**src/rtl/iot_pkg.sv**
```systemverilog
// Shared definitions for the device event source.
// Contents: pending-state encoding, default device count, clog2 helper.
package iot_pkg;

  localparam int unsigned N_DEV_DEF = 4;

  // Per-device pending event state
  localparam logic [1:0] ST_NONE = 2'b00;
  localparam logic [1:0] ST_ON   = 2'b01;
  localparam logic [1:0] ST_OFF  = 2'b10;

  // Ceiling log2 used to size device indices
  function automatic int unsigned clog2(input int unsigned n);
    int unsigned v;
    int unsigned r;
    r = 0;
    v = (n > 0) ? n - 1 : 0;
    while (v > 0) begin
      r++;
      v = v >> 1;
    end
    return r;
  endfunction

endpackage

```
**src/rtl/iot_rr_arbiter.sv**
```systemverilog
// Combinational round-robin arbiter.
// Ports:
//   req         - request vector, one bit per device
//   ptr         - index of the last winner; search starts at ptr+1
//   hold        - suppresses all grants
//   grant_c     - one-hot grant
//   grant_idx_c - index of the granted device (0 when none)
//   any_grant_c - 1 when a grant was issued
module rr_arbiter #(
  parameter int unsigned N    = 4,
  parameter int unsigned ID_W = 2
) (
  input  logic [N-1:0]    req,
  input  logic [ID_W-1:0] ptr,
  input  logic            hold,
  output logic [N-1:0]    grant_c,
  output logic [ID_W-1:0] grant_idx_c,
  output logic            any_grant_c
);

  // Walk devices ptr+1, ptr+2, ... (mod N); first requester wins
  always_comb begin
    logic [ID_W-1:0] idx;
    int unsigned     pos;
    grant_c     = '0;
    grant_idx_c = '0;
    any_grant_c = 1'b0;
    idx         = '0;
    pos         = 0;
    if (!hold) begin
      for (int unsigned k = 1; k <= N; k++) begin
        pos = (32'(ptr) + k) % N;
        idx = ID_W'(pos);
        if (!any_grant_c && req[idx]) begin
          any_grant_c  = 1'b1;
          grant_c[idx] = 1'b1;
          grant_idx_c  = idx;
        end
      end
    end
  end

endmodule

```
**src/rtl/iot_event_source.sv**
```systemverilog
// Converts per-device link-status edges into single-cycle connect/disconnect
// events, one per cycle, round-robin across devices. Opposing edges that are
// still pending cancel each other so a downstream up/down counter converges.
// Ports:
//   clk, rst     - clock, synchronous active-high reset
//   dev_status   - per-device level, 1 = connected
//   hold         - suppress emission; edges keep being recorded
//   change       - 1 for one cycle per emitted event
//   on_off       - 1 = connect, 0 = disconnect (valid with change)
//   dev_id       - device index of the event (valid with change)
//   pending_any  - some device has an unserviced event
module iot_event_source
  import iot_pkg::*;
#(
  parameter int unsigned N_DEV = N_DEV_DEF,
  parameter int unsigned ID_W  = clog2(N_DEV)
) (
  input  logic             clk,
  input  logic             rst,
  input  logic [N_DEV-1:0] dev_status,
  input  logic             hold,
  output logic             change,
  output logic             on_off,
  output logic [ID_W-1:0]  dev_id,
  output logic             pending_any
);

  logic [N_DEV-1:0] prev_status_q, prev_status_d;
  logic [1:0]       state_q [N_DEV];
  logic [1:0]       state_d [N_DEV];
  logic [ID_W-1:0]  ptr_q, ptr_d;
  logic             change_q, change_d;
  logic             on_off_q, on_off_d;
  logic [ID_W-1:0]  dev_id_q, dev_id_d;
  logic             pending_any_q, pending_any_d;

  logic [N_DEV-1:0] rise_c, fall_c, req_c, grant_c;
  logic [ID_W-1:0]  grant_idx_c;
  logic             any_grant_c;

  // Edge detection and request generation
  always_comb begin
    rise_c = dev_status & ~prev_status_q;
    fall_c = ~dev_status & prev_status_q;
    for (int unsigned i = 0; i < N_DEV; i++) begin
      req_c[i] = (state_q[i] != ST_NONE) & ~hold;
    end
  end

  rr_arbiter #(
    .N    (N_DEV),
    .ID_W (ID_W)
  ) u_arb (
    .req         (req_c),
    .ptr         (ptr_q),
    .hold        (hold),
    .grant_c     (grant_c),
    .grant_idx_c (grant_idx_c),
    .any_grant_c (any_grant_c)
  );

  // Pending FSMs: grant clears first, then the new edge is netted in
  always_comb begin
    logic [1:0] s;
    s             = ST_NONE;
    pending_any_d = 1'b0;
    prev_status_d = dev_status;
    for (int unsigned i = 0; i < N_DEV; i++) begin
      s = grant_c[i] ? ST_NONE : state_q[i];
      if (rise_c[i]) begin
        case (s)
          ST_NONE: s = ST_ON;
          ST_OFF:  s = ST_NONE;
          default: s = s;
        endcase
      end else if (fall_c[i]) begin
        case (s)
          ST_NONE: s = ST_OFF;
          ST_ON:   s = ST_NONE;
          default: s = s;
        endcase
      end
      state_d[i]    = s;
      pending_any_d = pending_any_d | (s != ST_NONE);
    end
  end

  // Output and pointer next-state; on_off/dev_id hold when idle
  always_comb begin
    change_d = any_grant_c;
    on_off_d = on_off_q;
    dev_id_d = dev_id_q;
    ptr_d    = ptr_q;
    if (any_grant_c) begin
      on_off_d = (state_q[grant_idx_c] == ST_ON);
      dev_id_d = grant_idx_c;
      ptr_d    = grant_idx_c;
    end
  end

  // Reset leaves ptr at the last device so device 0 is searched first
  always_ff @(posedge clk) begin
    if (rst) begin
      prev_status_q <= '0;
      ptr_q         <= ID_W'(N_DEV - 1);
      change_q      <= 1'b0;
      on_off_q      <= 1'b0;
      dev_id_q      <= '0;
      pending_any_q <= 1'b0;
      for (int unsigned i = 0; i < N_DEV; i++) begin
        state_q[i] <= ST_NONE;
      end
    end else begin
      prev_status_q <= prev_status_d;
      ptr_q         <= ptr_d;
      change_q      <= change_d;
      on_off_q      <= on_off_d;
      dev_id_q      <= dev_id_d;
      pending_any_q <= pending_any_d;
      for (int unsigned i = 0; i < N_DEV; i++) begin
        state_q[i] <= state_d[i];
      end
    end
  end

  assign change      = change_q;
  assign on_off      = on_off_q;
  assign dev_id      = dev_id_q;
  assign pending_any = pending_any_q;

  // Status alternates, so a repeated edge direction while pending is illegal
  for (genvar g = 0; g < int'(N_DEV); g++) begin : g_edge_chk
    a_no_double_edge : assert property (@(posedge clk) disable iff (rst)
      !((rise_c[g] && state_q[g] == ST_ON) || (fall_c[g] && state_q[g] == ST_OFF)));
  end

endmodule

```
**config.mk**
```make
export PLATFORM = sky130hd
export DESIGN_NAME = iot_event_source
export DESIGN_NICKNAME = d
export VERILOG_FILES = /design/src/rtl/iot_pkg.sv /design/src/rtl/iot_rr_arbiter.sv /design/src/rtl/iot_event_source.sv
export SDC_FILE = /design/constraint.sdc
export NUM_CORES = 1
export LEC_CHECK = 0
export ABC_AREA = 1
export BUFFER_PORTS_ARGS = -buffer_cell sky130_fd_sc_hd__buf_2
export CAP_MARGIN = 0
export CORE_MARGIN = 3
export CORE_UTILIZATION = 64
export CTS_CLUSTER_DIAMETER = 200
export DETAILED_ROUTE_END_ITERATION = 8
export PLACE_DENSITY = 0.94
export RECOVER_POWER = 25
export SYNTH_ARGS = -nofsm -noshare
export SYNTH_HDL_FRONTEND = slang
export SYNTH_SLANG_ARGS = --single-unit
export TNS_END_PERCENT = 50
```
**constraint.sdc**
```tcl
create_clock -name clk -period 5.6 [get_ports clk]
set_input_delay 1.12 -clock clk [delete_from_list [all_inputs] [get_ports clk]]
set_output_delay 1.12 -clock clk [all_outputs]
set_load 0.05 [all_outputs]
```
## After elaboration in Yosys (flattened, before gate mapping)

Memories as Yosys holds them, arrays and structs flattened.
Cells that the tools add are included.

| storage, ports and cells | value |
|---|---|
| bits in registers | 11 |
| RAM bits | 8 |
| input port bits | 7 |
| output and inout port bits | 5 |
| word-level logic and storage cells | 133 |
| memories | 1 |

| cells by class | value |
|---|---|
| $add $sub $neg | 4 |
| magnitude comparators | 8 |
| eq/ne operators | 9 |
| multiplexer cells | 64 |
| bitwise logic cells | 19 |
| reductions and logical operators | 22 |

Memories:

| memory | depth | bits a word | read ports | clocked after Yosys merged registers in | write ports | RTL line | text |
|---|---|---|---|---|---|---|---|
| state_q | 4 | 2 | 5 | 0 | 4 | iot_event_source.sv:29 | `logic [1:0] state_q [N_DEV];` |

Operator list:

| operator | count |
|---|---|
| two-way mux 2 bit | 21 |
| two-way mux 4 bit | 8 |
| case mux 2 bit (2 select lines) | 8 |
| two-way mux 1 bit | 19 |
| nonzero test 2 bit | 8 |
| less-than comparator 2 x 3 -> 1 bit (second input constant) | 4 |
| OR 4 bit | 3 |
| equality test 2 x 1 -> 1 bit (second input constant) | 5 |
| bitwise AND 4 bit | 2 |
| binary-select mux 1 bit (select 2 bit) | 4 |
| demux 1 bit (select 2 bit) | 4 |
| equality test 2 bit (second input constant) | 4 |
| >= comparator 2 x 1 -> 1 bit (second input constant) | 4 |
| zero test 2 bit | 4 |
| NOT 4 bit | 2 |
| logical AND 1 bit | 7 |
| OR 1 bit | 7 |
| adder 2 x 1 -> 2 bit (second input constant) | 2 |
| adder 2 bit (second input constant) | 2 |
| bitwise AND 1 bit | 4 |
| zero test 1 bit | 3 |
| NOT 1 bit | 1 |

## Longest topological paths before layout

| logic depth | value |
|---|---|
| depth in word-level cells | 27 |
| mapped depth | 16 |
| depth with buffers taken out | 16 |

## Hierarchy

A second synthesis with hierarchy kept.

| unflattened totals | value |
|---|---|
| cells, all modules | 237 |
| area total of the unflattened synthesis | 1425.1 um^2 |

Modules (own cells, without submodules):

| module | times used | cells each | area each (um^2) | sequential area each (um^2) |
|---|---|---|---|---|
| iot_event_source | 1 | 144 | 895.9 | 380.4 |
| rr_arbiter | 1 | 93 | 529.3 | 0.0 |

## Worst setup path after synthesis

OpenSTA, ideal clock, no wires.

| timing path | value |
|---|---|
| path kind | input to register |
| start | input port hold |
| end | register pending_any_q, in the netlist pending_any |
| setup time | 0.128 ns |
| arrival | 2.345 ns |
| data required time | 5.472 ns |
| path slack | 3.128 ns |
| stages on the path | 14 |
| path buffers | 0 |
| cells stage by stage | inv_2 nand3_1 nand2_1 nand2_1 nand2_4 nand3_4 nor2_2 nor2_4 nand4_1 nand2_1 nor2_2 nand3_2 nor2_1 nor2_1 |

| between the ends | value |
|---|---|
| longest elaborated chain between the ends | 27 |
| elaborated cells between the ends (all ways) | 75 |
| classes of those cells | 8 x eq/ne; 42 x mux; 11 x bitwise; 14 x reduce/logical |

RTL lines:

| element | RTL line | text |
|---|---|---|
| from (decl) | iot_event_source.sv:21 | `input logic hold,` |
| NOT 1 bit | iot_event_source.sv:46 | `req_c[i] = (state_q[i] != ST_NONE) & ~hold;` |
| bitwise AND 1 bit | iot_event_source.sv:46 |  |
| binary-select mux 1 bit (select 2 bit) | iot_rr_arbiter.sv:34 | `if (!any_grant_c && req[idx]) begin` |
| two-way mux 1 bit (not written as such) | iot_rr_arbiter.sv:34 |  |
| two-way mux 1 bit | iot_rr_arbiter.sv:34 |  |
| two-way mux 1 bit | iot_rr_arbiter.sv:30 | `if (!hold) begin` |
| zero test 1 bit | iot_rr_arbiter.sv:34 |  |
| logical AND 1 bit | iot_rr_arbiter.sv:34 |  |
| [10 not listed] | -- |  |
| two-way mux 2 bit | iot_event_source.sv:69 | `s = grant_c[i] ? ST_NONE : state_q[i];` |
| equality test 2 x 1 -> 1 bit / zero test 2 bit (equally long branches) | iot_event_source.sv:77, iot_event_source.sv:71 |  |
| case mux 2 bit (2 select lines) | iot_event_source.sv:77 | `case (s)` |
| two-way mux 2 bit | iot_event_source.sv:76 | `end else if (fall_c[i]) begin` |
| two-way mux 2 bit | iot_event_source.sv:70 | `if (rise_c[i]) begin` |
| nonzero test 2 bit | iot_event_source.sv:84 | `pending_any_d = pending_any_d \| (s != ST_NONE);` |
| OR 1 bit (2 in series) | iot_event_source.sv:84 |  |
| OR 1 bit (*) | iot_event_source.sv:84 |  |
| to (signal assigned) | iot_event_source.sv:119 | `pending_any_q <= pending_any_d;` |
| to (decl) | iot_event_source.sv:35 | `logic pending_any_q, pending_any_d;` |

Mark *: on every way between the ends. The rest lies on a longest branch, timed or not. The select of a mux whose other input is x is not followed.
A chain may end at the register's enable or synchronous reset.

## Worst setup path after layout

| timing path | value |
|---|---|
| start | register ptr_q[1] |
| end | register pending_any_q, in the netlist pending_any |

| between the ends | value |
|---|---|
| longest elaborated chain between the ends | 26 |
| elaborated cells between the ends (all ways) | 94 |
| classes of those cells | 4 x add/sub; 8 x order compare; 8 x eq/ne; 50 x mux; 6 x bitwise; 18 x reduce/logical |

RTL lines:

| element | RTL line | text |
|---|---|---|
| from (decl) | iot_event_source.sv:31 | `logic [ID_W-1:0] ptr_q, ptr_d;` |
| from (signal assigned) | iot_event_source.sv:105 | `ptr_q <= ID_W'(N_DEV - 1);` |
| from (signal assigned) | iot_event_source.sv:115 | `ptr_q <= ptr_d;` |
| branches (longest 15 deep; another with less-than comparator 2 x 3 -> 1 bit) | -- |  |
| two-way mux 4 bit (*) | iot_rr_arbiter.sv:34 |  |
| two-way mux 4 bit (*) | iot_rr_arbiter.sv:30 |  |
| two-way mux 2 bit | iot_event_source.sv:69 |  |
| equality test 2 x 1 -> 1 bit / zero test 2 bit (equally long branches) | iot_event_source.sv:77, iot_event_source.sv:71 |  |
| case mux 2 bit (2 select lines) | iot_event_source.sv:77 |  |
| two-way mux 2 bit | iot_event_source.sv:76 |  |
| two-way mux 2 bit | iot_event_source.sv:70 |  |
| nonzero test 2 bit | iot_event_source.sv:84 |  |
| OR 1 bit (2 in series) | iot_event_source.sv:84 |  |
| OR 1 bit (*) | iot_event_source.sv:84 |  |

Mark *: on every way between the ends. The select of a mux whose other input is x is not followed.

==> results.yml <==
status:
  outcome: "completed"
place:
  post-place-ws_ps: 2830
  postPlaceCellArea_sq_um: 1570
  port_buffers: 11
  hpwl_um: 2490
  gp_congestion: 0.920
synthesis:
  synth_top_area_cell: "dfxtp_1"
  syn_inst: 214
  synthDistinctLibCells: 23
  yosysSeqAreaShare_pct: 25.5
  ys_warn_count: 0
  ys_ff_latch: 19
  syn-cell-area_sq_um: 1490
  synth_nets: 229
  avgSynthCellArea_sq_um: 6.98
  yosysTopAreaCellShare_pct: 25.5
  synth.area.top_cells: "dfxtp_1 25%, nand2_1 14%, nand3_2 11%"
clock_network:
  clkTransAtPathRegs_ps: 120
  postCtsSetupBuffers: 0
  ctsHoldBuffers: 0
  insertion_delay_ps: 310
  cts_made_buffers: 3
  clk_path_buf_depth: 2
  cts_tree: "built"
  clockRootBuffer: "clkbuf_4"
  htree_levels: 1
  cts_resized: 0
  clkSinkCount: 19
timing:
  slew_viol_final: 0
  worst_slew_pin_slew_ps: 719
  fin_ws_ps: 2870
  rsz0062_at_grt: "no"
  fmax_mhz: 366
  relSlewSlack_pct: 52.1
  hold_viol: 0
  setup_viol: 0
  fin_skew_ps: 6.60
  fin_crit_ps: 2730
  tns_ps: 0
  period_share_pct: 48.8
global_routing:
  grt_usage_pct: 25.0
  grt_pass1_wl_um: 5320
  antenna_found_initial: 0
  overflow: 0
  grt_max_degree: 18
  grt_pass1_vias: 1222
floorplan:
  rows: 16
  die_y_um: 54.3
  pin_count: 12
  start_util_pct: 71.7
  core_area_sq_um: 2080
  dieArea_sq_um: 2950
  die_width_um: 54.3
layout:
  num_antenna_cells: 0
  post-route-util_pct: 76.9
  drive_above_1_share_pct: 27.3
  fin_area_sq_um: 1600
  nets: 243
  nFillCells: 172
  syn_to_final_growth_pct: 7.21
worst_setup_path:
  path_class: "register to register"
  required_ps: 5780
  reg2reg_from: "ptr_q[1]$_SDFFE_PP1P_"
  end_kind: "register"
  r2r_slack_ps: 2870
  arrival_ps: 2910
  startpoint_type: "register"
  worstPathMaxFanout: 9
  r2r-end: "pending_any$_SDFF_PP0_"
  ff2ff_path_depth: 16
power_and_ir_drop:
  design_power_total_mw: 0.809
  power.leakage_nw: 0.787
  p_per_area_nw_per_um2: 505
  ir_drop_mv: 0.429
worst_hold_path:
  hold_start: "dev_id[0]$_SDFFE_PP0P_"
  min_path_cells: 2
  hold_path_end: "dev_id[0]$_SDFFE_PP0P_"
  hold_path_class: "register to register"
routing:
  wl_per_cell_um: 12.4
  ant_nets: 0
  routed_wl_um: 3140
  via_per_inst: 5.34
  vias: 1357
  drt_iter0_markers: 45
  drcViolationCount: 0
  drt_pass1_iterations: 4
run:
  cap_violations: 0
[cell families after synthesis]
family	count (synthesis)	synth area share [%]
buffers and inverters	31	7.96
flip-flops	19	25.5
AO/OA/AOI/OAI	13	4.78
adder cells (fa/ha/maj)	8	6.71
AND/OR/NAND/NOR	143	55.1
[metrics by stage]
step	instances	hold slack [ps]
after detailed placement	250	456
final	254	473
after floorplan	214	510
after CTS	254	474
after global routing	254	505
after global placement	250	452
[cells in the final DEF, fill, tap and decap left out]
cell type and count:
ha_1 8, inv_4 1, nor2_8 1, buf_2 8
nand3_4 2, inv_1 24, nand2_4 4, clkbuf_1 3
nand3_1 19, nand2_1 55, nor2_4 4, a21oi_1 7
clkinvlp_4 1, o21ai_0 3, o21ai_2 1, nand4_1 4
o21ai_1 1, clkbuf_4 3, nor2_2 5, nand3_2 17
nor3_1 1, nand2_2 11, inv_2 4, dfxtp_1 19
o211ai_1 1, nor2_1 20
[cell type report]
class | instances | area [sq um] | area share, %
sequential | 19 | 380 | 23.8
tap | 27 | 33.8 | 2.11
multi-input combinational | 164 | 993 | 62.1
timing repair buffer | 11 | 51.3 | 3.21
clock buffer | 3 | 22.5 | 1.41
clock inverter | 1 | 7.51 | 0.469
inverter | 29 | 111 | 6.96
[power breakdown]
group,total (mW),internal [mW],switching (mW)
clock,0.0725,0.0272,0.0452
sequential,0.194,0.163,0.0313
combinational,0.542,0.167,0.375
total,0.809,0.357,0.452
[registers in the layout, indices dropped and copies added, names as in the netlist]
register       flops
change             1
ptr_q              2
prev_status_q      4
dev_id             2
pending_any        1
state_q            8
on_off             1
[metal layers]
| metal | wire length (um) | GRT usage, % | vias to the layer above |
|---|---|---|---|
| li1 | - | - | 707 |
| met1 | 1380 | 30.7 | 607 |
| met2 | 1550 | 43.4 | 39 |
| met3 | 196 | 5.99 | 4 |
| met4 | 15 | 6.22 | 0 |
| met5 | 0 | 0 | - |
[Yosys cell counts (all sizes together)]
cell type,instances
o211ai,1
ha,8
a21oi,7
nand4,4
inv,29
clkbuf,2
nor2,30
o21ai,5
nand2,70
nor3,1
dfxtp,19
nand3,38
[worst max-delay path, cell delays in order, from the launching register on]
cell	delay [ps]
dfxtp_1	600
inv_1	280
ha_1	400
inv_1	150
nand3_2	110
nand2_4	150
inv_4	60
nand2_1	60
nand2_1	90
nor2_4	150
nand3_1	110
nand2_1	80
nand2_1	70
nand2_2	80
nand3_2	80
nor2_1	90
nor2_1	40
[how the worst max path moves through the flow]
stage	slack [ps]	startpoint	cells past startpoint	endpoint
global placement	2890	hold	15	pending_any$_SDFF_PP0_
finish	2870	ptr_q[1]$_SDFFE_PP1P_	16	pending_any$_SDFF_PP0_
global route	2560	ptr_q[1]$_SDFFE_PP1P_	16	pending_any$_SDFF_PP0_
floorplan	3130	hold	14	pending_any$_SDFF_PP0_
detailed placement	2830	hold	13	pending_any$_SDFF_PP0_
CTS	2900	ptr_q[1]$_SDFFE_PP1P_	16	pending_any$_SDFF_PP0_
Note: power is estimated with default switching activity, not from simulation.
